<file path="config.mk">
export PLATFORM = sky130hd
export DESIGN_NAME = serial_subtractor
export DESIGN_NICKNAME = d
export VERILOG_FILES = /design/src/rtl/serial_subtractor.sv
export SDC_FILE = /design/constraint.sdc
export NUM_CORES = 1
export LEC_CHECK = 0
export CAP_MARGIN = 15
export CORE_MARGIN = 3
export CORE_UTILIZATION = 59
export DETAILED_ROUTE_END_ITERATION = 12
export DONT_BUFFER_PORTS = 1
export GPL_TIMING_DRIVEN = 0
export PLACE_DENSITY = 0.75
export SYNTH_ARGS = -nofsm -noshare
export SYNTH_HDL_FRONTEND = slang
export SYNTH_SLANG_ARGS = --single-unit
</file>
<file path="constraint.sdc">
create_clock -name clock -period 1.45 [get_ports clock]
set_clock_uncertainty 0.05 [all_clocks]
set_input_delay 0.29 -clock clock [delete_from_list [all_inputs] [get_ports clock]]
set_output_delay 0.29 -clock clock [all_outputs]
set_load 0.05 [all_outputs]
</file>
<file path="src/rtl/serial_subtractor.sv">
// rtl/serial_subtractor.sv - bit-serial N-bit subtractor, LSB first, start/ready/done handshake
// One borrow flop carries between bit positions; diff/borrow_out hold the last completed result.
module serial_subtractor #(
    parameter int WIDTH = 4
) (
    input  logic             clock,
    input  logic             reset,
    input  logic             start,
    input  logic [WIDTH-1:0] a,
    input  logic [WIDTH-1:0] b,
    output logic             ready,
    output logic             done,
    output logic [WIDTH-1:0] diff,
    output logic             borrow_out
);
    localparam int CW = (WIDTH > 2) ? $clog2(WIDTH) : 1;

    typedef enum logic [1:0] {
        S_IDLE  = 2'd0,
        S_SHIFT = 2'd1,
        S_DONE  = 2'd2
    } state_t;

    state_t           r_state;
    state_t           w_next_state;
    logic [WIDTH-1:0] r_sa;
    logic [WIDTH-1:0] r_sb;
    logic [WIDTH-1:0] r_sd;
    logic             r_br;
    logic [CW-1:0]    r_cnt;
    logic [WIDTH-1:0] r_diff;
    logic             r_borrow_out;

    logic w_x;
    logic w_y;
    logic w_d;
    logic w_br_next;
    logic w_last;
    logic w_accept;

    assign w_x       = r_sa[0];
    assign w_y       = r_sb[0];
    assign w_d       = w_x ^ w_y ^ r_br;
    assign w_br_next = (~w_x & w_y) | (~(w_x ^ w_y) & r_br);
    assign w_last    = (r_cnt == CW'(WIDTH - 1));
    assign w_accept  = start && (r_state != S_SHIFT);

    // State register plus the datapath that advances with it
    always_ff @(posedge clock) begin
        if (reset) begin
            r_state      <= S_IDLE;
            r_sa         <= '0;
            r_sb         <= '0;
            r_sd         <= '0;
            r_br         <= 1'b0;
            r_cnt        <= '0;
            r_diff       <= '0;
            r_borrow_out <= 1'b0;
        end else begin
            r_state <= w_next_state;
            if (w_accept) begin
                r_sa  <= a;
                r_sb  <= b;
                r_sd  <= '0;
                r_br  <= 1'b0;
                r_cnt <= '0;
            end else if (r_state == S_SHIFT) begin
                r_sa  <= {1'b0, r_sa[WIDTH-1:1]};
                r_sb  <= {1'b0, r_sb[WIDTH-1:1]};
                r_sd  <= {w_d, r_sd[WIDTH-1:1]};
                r_br  <= w_br_next;
                r_cnt <= r_cnt + CW'(1);
                if (w_last) begin
                    r_diff       <= {w_d, r_sd[WIDTH-1:1]};
                    r_borrow_out <= w_br_next;
                end
            end
        end
    end

    always_comb begin
        w_next_state = r_state;
        case (r_state)
            S_IDLE:  if (start) w_next_state = S_SHIFT;
            S_SHIFT: if (w_last) w_next_state = S_DONE;
            S_DONE:  w_next_state = start ? S_SHIFT : S_IDLE;
            default: w_next_state = S_IDLE;
        endcase
    end

    always_comb begin
        ready = 1'b0;
        done  = 1'b0;
        case (r_state)
            S_IDLE:  ready = 1'b1;
            S_DONE: begin
                ready = 1'b1;
                done  = 1'b1;
            end
            default: begin
                ready = 1'b0;
                done  = 1'b0;
            end
        endcase
    end

    assign diff       = r_diff;
    assign borrow_out = r_borrow_out;
endmodule

</file>
# Yosys cells after proc, flatten, opt, wreduce, memory -nomap -nowiden

Cells that the tools add are included.

Flip-flop bits (word level): 22
Input bits: 11

Equality and inequality tests: 6
Reductions and logical operators: 7
$add $sub $neg: 1
Bitwise operators: 8
Mux-type cells: 10

Operator list:

| operator                                                                 | number |
|---|---|
| 4-bit two-way mux                                                        | 4 |
| 2-bit one-hot mux with 3 select lines                                    | 1 |
| 2-bit == test (second input constant)                                    | 2 |
| 2-bit two-way mux                                                        | 2 |
| 2-bit inequality test (second input constant)                            | 2 |
| 2-bit OR reduction                                                       | 2 |
| 1-bit two-way mux                                                        | 3 |
| 1-bit inverter                                                           | 3 |
| 3-bit AND reduction                                                      | 1 |
| 2-bit by 1-bit adder with 2-bit output (second input constant)           | 1 |
| 1-bit AND                                                                | 2 |
| 2-bit by 1-bit == test with 1-bit output (second input constant)         | 1 |
| 2-bit logical NOT                                                        | 1 |
| 2-bit by 1-bit inequality test with 1-bit output (second input constant) | 1 |
| 2-bit AND reduction                                                      | 1 |
| 2-bit nonzero test                                                       | 1 |
| 1-bit bitwise XOR                                                        | 2 |
| 1-bit logical AND                                                        | 1 |
| 1-bit bitwise OR                                                         | 1 |

# Longest topological paths before layout

Depth after elaboration: 4
Depth in mapped cells: 5
Gate-level depth less buffers: 4

# Least setup slack after synthesis

No wires, ideal clock.

Path kind: register to output
From: register r_state[1]
To: output port done
Data arrival time: 1.103 ns
Path buffers: 0
Required time: 1.110 ns
Stages on the path, launching flop included: 2
Slack: 0.007 ns
Cell sequence: dfxtp_1 > nor2b_1

Cells in the longest elaborated chain, start to end: 2

Ends and longest elaborated chain:

| what                     | line | text |
|---|---|---|
| start: declaration       | 24   | `state_t r_state;` |
| start signal: assignment | 60   | `r_state <= w_next_state;` |
| 2-bit == test            | 94   | `case (r_state)` |
| 1-bit two-way mux        | 94   |  |
| end: declaration         | 12   | `output logic done,` |

No other way between the ends.

# Worst setup path in the final report

From: register r_state[0]
To: output port ready

Cells in the longest elaborated chain, start to end: 3

Ends and longest elaborated chain:

| what                                                      | line | text |
|---|---|---|
| 2-bit == test / 2-bit logical NOT (equally long branches) | 94   |  |
| 2-bit OR reduction (no line) *                            | --   |  |
| 1-bit two-way mux *                                       | 94   |  |
| end: declaration                                          | 11   | `output logic ready,` |

Mark *: on every way between the ends. The rest lies on a longest branch, timed or not.

==> impl_metrics.csv <==
group,metric,value,unit
synthesis,synth.most_common_cell,"dfxtp_1",
timing,finalCritPeriodShare,0.961,
clock_tree,cts.path.max_buffers,2,
worst_setup_path,reg2regPathDepth,4,
hold_path,holdPathStages,2,
synthesis,netlist_instances,95,
pwr,power_frac_comb,0.139,
synthesis,synth-seq-cells,21,
routing,wl,1660,um
pwr,clkPwrFrac,0.270,
synthesis,synth-seq-area-share,0.463,
clock_tree,tritoncts,"done",
worst_setup_path,max_stage_delay,0.38,ns
worst_setup_path,path_buf_inv,1,
clock_tree,postCtsSetupBuffers,0,
synthesis,synthTopCellsByCount,"dfxtp_1, a21oi_1, mux2i_1, nand2_1, nor2_1",
finish,num_antenna_cells,0,
floorplan,core_area,1370,um2
global_routing,grt_use_total,0.186,
pwr,cellPowerDensity,1090,nW/um2
synthesis,yosys-top-cells-area,"dfxtp_1, mux2i_1, a21oi_1",
global_routing,grt_overflow,0,
timing,setup_slack,0.0561,ns
placed_design,numPortBuffers,0,
outcome,status,"finished, final reports clean",
clock_tree,cts_sinks,21,
timing,fin_crit,1.39,ns
routing,via_per_inst,5.91,
clock_tree,clk_latency,0.31,ns
routing,drc,0,
pwr,seq_power_share,0.592,
floorplan,die_w,45.2,um
timing,tightest_slew,0.504,ns
synthesis,syn-cell-area,907,um2
floorplan,die_area,2040,um2
finish,area_growth,6.76,%
finish,final_nets,113,
worst_setup_path,critPathLaunchType,"flop",
routing,vias,674,
routing,ant_nets,0,
synthesis,syn_nets,108,
placed_design,dp.cells,110,
timing,hold_slack,0.135,ns
clock_tree,cts_max_level,1,
placed_design,routabilityCongestion,0.746,
timing,fin_tns_setup,0,ns
floorplan,die_height,45.2,um
clock_tree,cts-root-buf,"clkbuf_4",
finish,fillCellCount,121,
finish,fin_util,0.709,
placed_design,post-place-ws,-0.0359,ns
pwr,ir_drop,0.685,mV
global_routing,antenna_found_initial,0,
pwr,p_sw_frac,0.265,
routing,post_drt_wl_per_cell,14.6,um
worst_setup_path,crit_path_cell_trace,"inv_1",
synthesis,async_flop_share,0,
synthesis,synth_edf_count,0,
worst_setup_path,critical_path_class,"flop to output pin",
routing,drt-initial-drc-count,14,
hold_path,hp-class,"input pin to flop",
worst_setup_path,cp_slowest_cell,"dfxtp_1",
routing,dr.pass1.iters,4,
pwr,p_leak,0.369,nW
placed_design,dp_hpwl,1170,um
finish,regArea,422,um2
synthesis,yosys.cell_types.count,22,
worst_setup_path,worstPathArrival,1.05,ns
timing,fmax,717,MHz
pwr,p_int,0.000773,W
synthesis,netlist.area_leader.share,0.463,
floorplan,boundaryPins,18,
timing,rsz0062_at_grt,"no",
job,cap_viol_max_count,0,
worst_setup_path,cp_top_family,"flip-flops",
worst_setup_path,required,1.11,ns
synthesis,synth_top_area_cell,"dfxtp_1",
finish,multi_input_area,418,um2
clock_tree,numCtsBuffers,3,
global_routing,grt_pass1_wl,2770,um
worst_setup_path,critPathCaptureType,"output pin",
synthesis,ys_warn_count,0,
pwr,switchingPower,0.000279,W
global_routing,grt_pass1_vias,611,
global_routing,grt_max_degree,13,
finish,instances_no_fill,114,
clock_tree,cts.clk_slew.worst_paths,0.12,ns
timing,hold_viol,0,
floorplan,start_util,0.664,
floorplan,rows,13,
worst_setup_path,crit_cells,1,
timing,maxSlewHeadroom,0.664,
finish,drive_gt1_frac,0.121,
timing,setup_viol,0,
synthesis,postSynthAreaPerCell,9.55,um2
synthesis,synth_top_flop_cell,"dfxtp_1",
worst_setup_path,worstPathMaxFanout,5,
timing,slew_violations,0,
==> worst reg2reg max path, cell delays in order, from the launching register on <==
cell	delay (ns)
dfxtp_1	0.38
ha_1	0.33
nand3b_1	0.23
nand2_1	0.12
a21oi_1	0.07
==> state kept, by name, summed over array words and instances, names as in the netlist <==
name        cells
r_state         2
r_cnt           2
diff            4
r_sb            4
r_br            1
borrow_out      1
r_sa            4
r_sd            3
==> cell usage in the layout (no fill, tap or decap), types with 2 or more instances in the layout <==
| master | n |
|---|---|
| clkbuf_1 | 2 |
| a211oi_1 | 6 |
| buf_4 | 3 |
| nand3_1 | 4 |
| nor2_1 | 8 |
| nor3_1 | 2 |
| nand2_1 | 8 |
| mux2i_1 | 8 |
| inv_1 | 3 |
| clkbuf_4 | 3 |
| dfxtp_1 | 20 |
| nand2b_1 | 3 |
| a21oi_1 | 11 |
| nand3b_1 | 6 |
| nor2b_4 | 2 |
==> power groups by stage <==
stage	combinational [W]	clock (W)	sequential (W)
2_1_floorplan	0.000119	0	0.000631
3_3_place_gp	0.000140	0	0.000634
3_5_place_dp	0.000143	0	0.000634
4_1_cts	0.000146	0.000287	0.000623
5_1_grt	0.000162	0.000316	0.000626
6_report	0.000146	0.000284	0.000623
==> per-layer routing <==
layer  vias to the layer above  track usage  routed length, um
met3                         5       0.0319                 97
met2                        24        0.263                713
met1                       309        0.264                813
met4                         0        0.105                 34
li1                        336            -                  -
met5                         -            0                  0
==> cell families after synthesis <==
group                      share of synthesized area
DFF                                            0.463
muxes                                         0.0883
buffers and inverters                         0.0841
AOI/OAI and AO/OA                              0.130
and+or+nand+nor                                0.199
adders and majority gates                     0.0359
==> path summary, 6_finish.rpt <==
check	slack [ns]	endpoint	from
setup / recovery	0.06	ready	r_state[0]$_SDFFE_PP0P_
hold / removal	0.13	r_sa[3]$_SDFFE_PP0P_	a[3]
setup reg to reg	0.16	diff[3]$_SDFFE_PP0P_	r_cnt[0]$_SDFFE_PP0P_
hold reg to reg	0.44	diff[0]$_SDFFE_PP0P_	r_sd[1]$_SDFFE_PP0P_
==> area by class of cell <==
cell class                      instances  share of cell area
Buffer                                  7              0.0633
Clock buffer                            3              0.0233
Clock inverter                          1             0.00517
Inverter                                3              0.0116
Multi-Input combinational cell         63               0.432
Sequential cell                        21               0.435
Tap cell                               15              0.0194
Timing Repair Buffer                    1              0.0103
==> through the flow <==
stage	power (W)	cell area, um2
after CTS	0.00105	972
final	0.00105	968
after global routing	0.00110	968
after detailed placement	0.000777	926
after global placement	0.000774	926
after floorplan	0.000750	907
==> repair_timing <==
action	4_1_cts	5_1_grt
hold buffers	1	0
setup endpoints to repair	1	5
hold endpoints to repair	1	0
gates resized for setup	3	0
Note: power is estimated with default switching activity, not from simulation.
